## config.mk

```make
export PLATFORM = sky130hd
export DESIGN_NAME = drum_step_sequencer
export DESIGN_NICKNAME = d
export VERILOG_FILES = /design/src/rtl/drum_step_sequencer.sv
export SDC_FILE = /design/constraint.sdc
export NUM_CORES = 1
export LEC_CHECK = 0
export BUFFER_PORTS_ARGS = -buffer_cell sky130_fd_sc_hd__buf_4
export CORE_MARGIN = 5
export CORE_UTILIZATION = 55
export DETAILED_ROUTE_END_ITERATION = 12
export HOLD_SLACK_MARGIN = 0.1
export PLACE_DENSITY = 0.7
export RECOVER_POWER = 25
export SKIP_CTS_REPAIR_TIMING = 1
export SLEW_MARGIN = 10
export SYNTH_ARGS = -nofsm -noshare
export SYNTH_HDL_FRONTEND = slang
export SYNTH_SLANG_ARGS = --single-unit
```

## constraint.sdc

```tcl
create_clock -name audio_tick -period 6.2 [get_ports audio_tick]
set_input_delay 0.93 -clock audio_tick [delete_from_list [all_inputs] [get_ports audio_tick]]
set_output_delay 0.93 -clock audio_tick [all_outputs]
set_load 0.005 [all_outputs]
```

## src/rtl/drum_step_sequencer.sv

```systemverilog
// drum_step_sequencer: per-voice step pattern with a tick-based tempo divider.
// Fires one-tick trigger pulses at step boundaries and chokes the open hat when the closed hat fires.

module drum_step_lane #(
    parameter int STEPS = 16,
    parameter int SW    = 4
) (
    input  logic          audio_tick,
    input  logic          reset,
    input  logic          wr,
    input  logic [SW-1:0] wr_step,
    input  logic          wr_data,
    input  logic [SW-1:0] rd_step,
    output logic          rd_bit
);
    logic [STEPS-1:0] bits;

    always_ff @(posedge audio_tick or posedge reset) begin
        if (reset)
            bits <= '0;
        else if (wr)
            bits[wr_step] <= wr_data;
    end

    // Combinational read of the registered bits gives read-before-write on a shared edge.
    assign rd_bit = bits[rd_step];
endmodule

module drum_step_sequencer #(
    parameter int STEPS  = 16,
    parameter int VOICES = 4,
    parameter int TICK_W = 16,
    localparam int SW    = $clog2(STEPS),
    localparam int VW    = (VOICES > 1) ? $clog2(VOICES) : 1
) (
    input  logic              audio_tick,
    input  logic              reset,
    input  logic              run,
    input  logic [TICK_W-1:0] step_ticks,
    input  logic              wr_en,
    input  logic [VW-1:0]     wr_voice,
    input  logic [SW-1:0]     wr_step,
    input  logic              wr_data,
    output logic [VOICES-1:0] trig,
    output logic              choke_open,
    output logic [SW-1:0]     step_idx,
    output logic              bar_strobe
);
    localparam int CLOSED_HAT = 2;
    localparam int OPEN_HAT   = 3;

    typedef enum logic {IDLE, RUN} state_t;

    typedef struct packed {
        logic [VOICES-1:0] trig;
        logic              choke;
    } fire_t;

    state_t            state;
    logic [TICK_W-1:0] cnt;
    logic [TICK_W-1:0] period;
    logic [TICK_W-1:0] next_period;
    logic              boundary;
    logic [SW-1:0]     fire_step;
    logic [VOICES-1:0] lane_bits;
    fire_t             fire;

    assign next_period = (step_ticks == '0) ? TICK_W'(1) : step_ticks;
    assign boundary    = (cnt == period - TICK_W'(1));
    // From IDLE the start edge plays step 0; while running, the step about to begin.
    assign fire_step   = (state == IDLE) ? '0 : step_idx + SW'(1);

    for (genvar v = 0; v < VOICES; v++) begin : g_lane
        drum_step_lane #(.STEPS(STEPS), .SW(SW)) u_lane (
            .audio_tick (audio_tick),
            .reset      (reset),
            .wr         (wr_en && (wr_voice == VW'(v))),
            .wr_step    (wr_step),
            .wr_data    (wr_data),
            .rd_step    (fire_step),
            .rd_bit     (lane_bits[v])
        );
    end

    // Closed hat takes priority over open hat on the same step.
    always_comb begin
        fire.trig  = lane_bits;
        fire.choke = lane_bits[CLOSED_HAT];
        if (lane_bits[CLOSED_HAT])
            fire.trig[OPEN_HAT] = 1'b0;
    end

    always_ff @(posedge audio_tick or posedge reset) begin
        if (reset) begin
            state      <= IDLE;
            cnt        <= '0;
            period     <= '0;
            step_idx   <= '0;
            trig       <= '0;
            choke_open <= 1'b0;
            bar_strobe <= 1'b0;
        end else begin
            trig       <= '0;
            choke_open <= 1'b0;
            bar_strobe <= 1'b0;
            case (state)
                IDLE: begin
                    cnt      <= '0;
                    step_idx <= '0;
                    if (run) begin
                        state      <= RUN;
                        period     <= next_period;
                        trig       <= fire.trig;
                        choke_open <= fire.choke;
                        bar_strobe <= 1'b1;
                    end
                end
                RUN: begin
                    if (!run) begin
                        state    <= IDLE;
                        cnt      <= '0;
                        step_idx <= '0;
                    end else if (boundary) begin
                        cnt        <= '0;
                        step_idx   <= fire_step;
                        period     <= next_period;
                        trig       <= fire.trig;
                        choke_open <= fire.choke;
                        bar_strobe <= (fire_step == '0);
                    end else begin
                        cnt <= cnt + TICK_W'(1);
                    end
                end
                default: state <= IDLE;
            endcase
        end
    end
endmodule

```

* Yosys cells after proc, flatten, opt, wreduce, memory -nomap -nowiden *
Cells that the tools add are included.

word-level totals
  flip-flop bits (word level) = 107
  bits of input ports = 27
  output and inout port bits = 10
  word-level logic and storage cells = 74

cells by class
  $add $sub $neg = 3
  $lt $le $gt $ge = 3
  equal/unequal tests = 8
  muxes and demuxes = 39
  bitwise operators = 1
  reduce and logical (&&, ||, !) cells = 9

operator list
  kind                     number
  $mux W16                 6
  $bwmux W16               4
  $pmux W16 S2             2
  $mux W4                  6
  $add A16 B1 Y16 const B  1
  $bmux W1 S4              4
  $eq A16 B16 Y1           1
  $logic_not A16 Y1        1
  $pmux W4 S2              2
  $sub A16 B1 Y16 const B  1
  $mux W1                  12
  $lt A4 B5 Y1 const B     2
  $logic_and A1 B1 Y1      5
  $add A4 B1 Y4 const B    1
  $demux W1 S4             1
  $eq A2 B2 Y1 const B     2
  $ge A4 B1 Y1 const B     1
  $logic_not A4 Y1         1
  $ne A2 B2 Y1 const B     2
  $pmux W1 S2              2
  $ne A3 B2 Y1 const B     1
  $reduce_and A3 Y1        1
  $eq A2 B1 Y1 const B     1
  $logic_not A2 Y1         1
  other kinds (2)          2

* Longest topological paths before layout *
  depth in word-level cells = 8
  depth in mapped cells = 12
  gate-level depth less buffers = 9

* Modules after synthesis *
Synthesis repeated with hierarchy kept, for this count alone.

unflattened totals
  cells, all modules = 580
  area total of the unflattened synthesis = 6353.6 um^2

by module, submodules not included
  module                                  times used  cells each  area an instance (um^2)  seq. area each (um^2)
  drum_step_sequencer                     1           308         2822.7                   1076.0
  drum_step_lane at g_lane[0].u_lane ...  3           68          883.3                    400.4
  drum_step_lane at g_lane[3].u_lane      1           68          880.8                    400.4

* Least setup slack after synthesis *
Ideal clock, no wire load.

  path kind = register to register
  start = reg period[5]
  end = reg period[10]
  setup time = 0.125 ns
  data arrival time = 2.979 ns
  data required time = 6.075 ns
  setup slack = 3.096 ns
  cell stages (with the launch flop) = 11
  buffers on the path = 3
  period minus slack after synthesis = 3.104 ns
  path through = dfrtp_1 > buf_6 > or4_4 > buf_6 > or3_1 > or4_4 > xor2_1 > o2111ai_1 > o21bai_1 > buf_2 > mux2_2

on the way
  longest elaborated chain between the ends = 4

ends and longest elaborated chain
  item                         line  RTL
  start: declaration           61    logic [TICK_W-1:0] period;
  start signal: assignment     112   period <= next_period;
  start signal: assignment     126   period <= next_period;
  $sub A16 B1 Y16              69    assign boundary = (cnt == period - TICK_W'(1));
  $eq A16 B16 Y1               69
  $ne A2 B1 Y1 (no line)       -
  $reduce_and A3 Y1 (no line)  -

Every way passes these cells.
A chain may end at the register's enable or synchronous reset.

* Worst setup path in the final report *
  start = reg period[0]
  end = reg period[15]

Same word-level chain as after synthesis.

==> parameters.txt <==
Parameter                              Value

CTS
  Worst-skew pair later-pin latency ... 0.38 ns
  Root Buffer ... sky130_fd_sc_hd__clkbuf_8
  Number of clock buffers inserted by TritonCTS ... 9
  H-tree depth reported by CTS ... 3
  Reg clk slew, reported paths ... 0.10 ns
  Clock tree from TritonCTS ... yes
  Number of buffers on the longest clock path ... 2
  Total number of clock tree sinks ... 107

Drt
  Number of vias after detailed routing ... 4092
  Number of DRC markers in iteration 0 ... 219
  Number of vias per cell after detailed routing ... 5.90
  DRT antenna net count ... 0
  Total wire length ... 12700 um
  Final routed wire length divided by cell count ... 18.4 um
  Number of detailed-route iterations in the first pass ... 5
  DRC violations left ... 0

Timing
  Clock period minus worst slack ... 4.01 ns
  Clock Skews ... 0.00940 ns
  RSZ-0062 raised after global routing ... no
  Worst-case headroom to the max-slew limit ... 1.46%
  PnR worst setup slack ... 2.19 ns
  Final max-slew violation count ... 0
  Final hold violations ... 0
  Tcrit/Tclk final ... 64.7%
  Worst Tran Pin Value ... 1.48 ns
  Final Setup Violations ... 0
  Setup tns final ... 0 ns
  F_max ... 249 MHz

Synthesis
  Average size of a mapped cell ... 10.8 um2
  Multiplexer share of the synthesized area ... 21.7%
  Arithmetic-cell share of the synthesized area counting full adders, half adders and majority gates ... 0.652%
  Post-Synthesis Cell Area ... 5760 um2
  Simple-gate area share of the yosys netlist ... 17.0%
  Post-synthesis compound-gate area fraction ... 6.32%
  Cell variety after synth ... 51
  Number of enable flip-flop cells after synthesis ... 0
  Net count after synthesis ... 562
  Fraction of the yosys area taken by sequential cells ... 46.5%
  Instance count of the mapped netlist ... 532
  Most used flip-flop cell after synthesis ... sky130_fd_sc_hd__dfrtp_1
  Share of synthesized flip-flops with an asynchronous set or reset ... 100%
  Number of warnings printed during yosys synthesis ... 0
  Number of synthesized register bits ... 107
  Main combinational cell family by area after synthesis ... multiplexers
  Synth Area in XOR/XNOR ... 4.87%

Global routing
  Number of antenna violations at the first check in global routing ... 0
  Pin count of the biggest net entering global routing ... 88
  Total Routing Usage GR ... 21.3%
  Total overflow reported by the global router ... 0
  First-pass GRT wire length ... 21700 um
  Via count of the first global-routing pass ... 4372

Hold path
  Worst min-delay path class ... reg2reg
  Endpoint, Worst Hold ... g_lane[1].u_lane.bits[0]
  Worst hold start ... g_lane[1].u_lane.bits[0]
  Worst Hold Depth ... 1

Finish
  Nets@finish ... 583
  Area of all placed cells without fillers ... 6360 um2
  Area overhead of the layout relative to synthesis ... 10.4%
  Layout cell share with drive strength beyond 1 ... 28.7%
  Number of antenna cells inserted ... 0
  Fill count ... 884
  Final Non-Filler Cells ... 694

Critical path
  Critical path startpoint category ... flip-flop
  Reg-to-reg slack, setup ... 2.19 ns
  Number of cells on the worst reg-to-reg path ... 6
  Data required time of the critical path ... 6.47 ns
  Critical path endpoint category ... flip-flop
  R2r endpoint ... period[15]
  Worst reg2reg path startpoint ... period[0]
  Startpoint-to-endpoint class of the critical path ... reg2reg
  CP Max Fanout ... 21
  Endpoint arrival time on the critical path ... 4.27 ns

Pwr
  Final total power ... 1580 uW
  Power Dens Cells ... 248 nW/um2
  Worst IR drop on VDD ... 0.234 mV
  LEAKAGE ... 0.00273 uW

Die
  Area enclosed by the die boundary ... 12600 um2
  Number of primary I/O pins ... 37
  Core footprint ... 10300 um2
  Die width ... 112 um
  Initial Util ... 56.0%
  Die H ... 112 um
  Number of placement rows ... 37

Place
  Placement Setup Slack ... 2.22 ns
  Post-place instance area ... 6100 um2
  HPWL after detailed placement ... 9040 um
  Number of buffers inserted by port buffering ... 36
  Placed insts ... 677
  Final Wtd Congestion ... 0.880

Run
  Max Cap Violations ... 0

Status
  Status ... finished clean
==> cells in the mapped netlist, types with 8 or more instances <==
library cell / instances / area (um2)
sky130_fd_sc_hd__dfrtp_1: 107 / 2680
sky130_fd_sc_hd__nand3_1: 15 / 75.1
sky130_fd_sc_hd__nor4_1: 10 / 62.6
sky130_fd_sc_hd__mux4_2: 11 / 248
sky130_fd_sc_hd__mux2i_1: 10 / 100
sky130_fd_sc_hd__clkbuf_1: 25 / 93.8
sky130_fd_sc_hd__a21oi_1: 10 / 50.1
sky130_fd_sc_hd__nand2_1: 61 / 229
sky130_fd_sc_hd__xor2_1: 20 / 175
sky130_fd_sc_hd__nor2_1: 48 / 180
sky130_fd_sc_hd__xnor2_1: 12 / 105
sky130_fd_sc_hd__nor3_1: 14 / 70.1
sky130_fd_sc_hd__inv_1: 10 / 37.5
sky130_fd_sc_hd__nand2b_1: 8 / 50.1
sky130_fd_sc_hd__mux2_2: 80 / 901
==> per-stage QoR <==
step	hold slack [ns]	utilization, %
after floorplan	0.474	-
after global placement	0.481	59.4
after detailed placement	0.492	59.4
after CTS	0.489	61.7
after global routing	0.531	61.9
final	0.512	61.9
==> how the worst max path moves through the flow <==
stage / from / to / slack [ns] / cells past startpoint
global placement: period[0] / period[1] / 2.33 / 6
CTS: period[0] / period[15] / 2.20 / 6
finish: period[0] / period[15] / 2.19 / 6
floorplan: reset / bar_strobe / 2.45 / 1
global route: period[2] / period[6] / 1.95 / 6
detailed placement: period[0] / period[11] / 2.22 / 6
==> cells by family (layout without fill, tap and decap cells) <==
logic type / Yosys count / in the layout
xor gates and xnor gates: 32 / 32
adders and majority gates: 3 / 3
buffers and inverters: 41 / 67
AOI/OAI and AO/OA: 49 / 49
muxes: 101 / 101
DFF: 107 / 107
and+or+nand+nor: 199 / 199
==> critical path: stages, from the launching register on <==
cell	delay (ns)
sky130_fd_sc_hd__dfrtp_1	0.43
sky130_fd_sc_hd__or4_1	0.69
sky130_fd_sc_hd__or4_1	0.57
sky130_fd_sc_hd__o41ai_1	0.40
sky130_fd_sc_hd__nand4bb_1	0.43
sky130_fd_sc_hd__o21bai_2	0.95
sky130_fd_sc_hd__mux2_2	0.42
==> where the power goes <==
group / total [uW] / internal, uW / leakage [uW] / switching (uW)
combinational: 237 / 126 / 0.00120 / 111
clock: 516 / 272 / 0.000120 / 244
sequential: 826 / 770 / 0.00141 / 55.9
total: 1580 / 1170 / 0.00273 / 411
==> cell usage in the layout (no fill, tap or decap), drive strengths merged, types with 5 or more instances in the layout <==
cell type    n
xor2        20
inv         10
clkbuf      15
and3         5
or4          8
or2          6
a211oi       6
o22ai        5
dfrtp      107
mux2        80
nor3        14
o21ai        5
nand2       61
buf         37
nand2b       8
mux2i       10
and2         5
nand3       15
nor4        10
xnor2       12
a21oi       10
nor2        48
mux4        11
o211ai       5
==> registers in the layout, indices dropped and copies added, names as in the netlist <==
signal              cells
step_idx                4
period                 16
g_lane.u_lane.bits     64
state                   1
bar_strobe              1
trig                    4
choke_open              1
cnt                    16
==> routing by layer <==
metal | track usage [%] | wire length (um) | up-vias
met1 | 26.4 | 5290 | 2045
li1 | - | - | 1929
met3 | 4.26 | 629 | 20
met4 | 7.21 | 288 | 0
met2 | 37.1 | 6530 | 98
met5 | 0 | 0 | -
==> area by class of cell <==
cell class                 instances  area [um2]  share of cell area, %
timing repair buffer              41         317                   4.98
clock inverter                     5         110                   1.73
sequential                       107        2680                   42.1
clock buffer                      11         131                   2.07
tap                              136         170                   2.68
inverter                          10        38.8                  0.610
multi-input combinational        384        2910                   45.8
(Power assumes the default switching activity.)
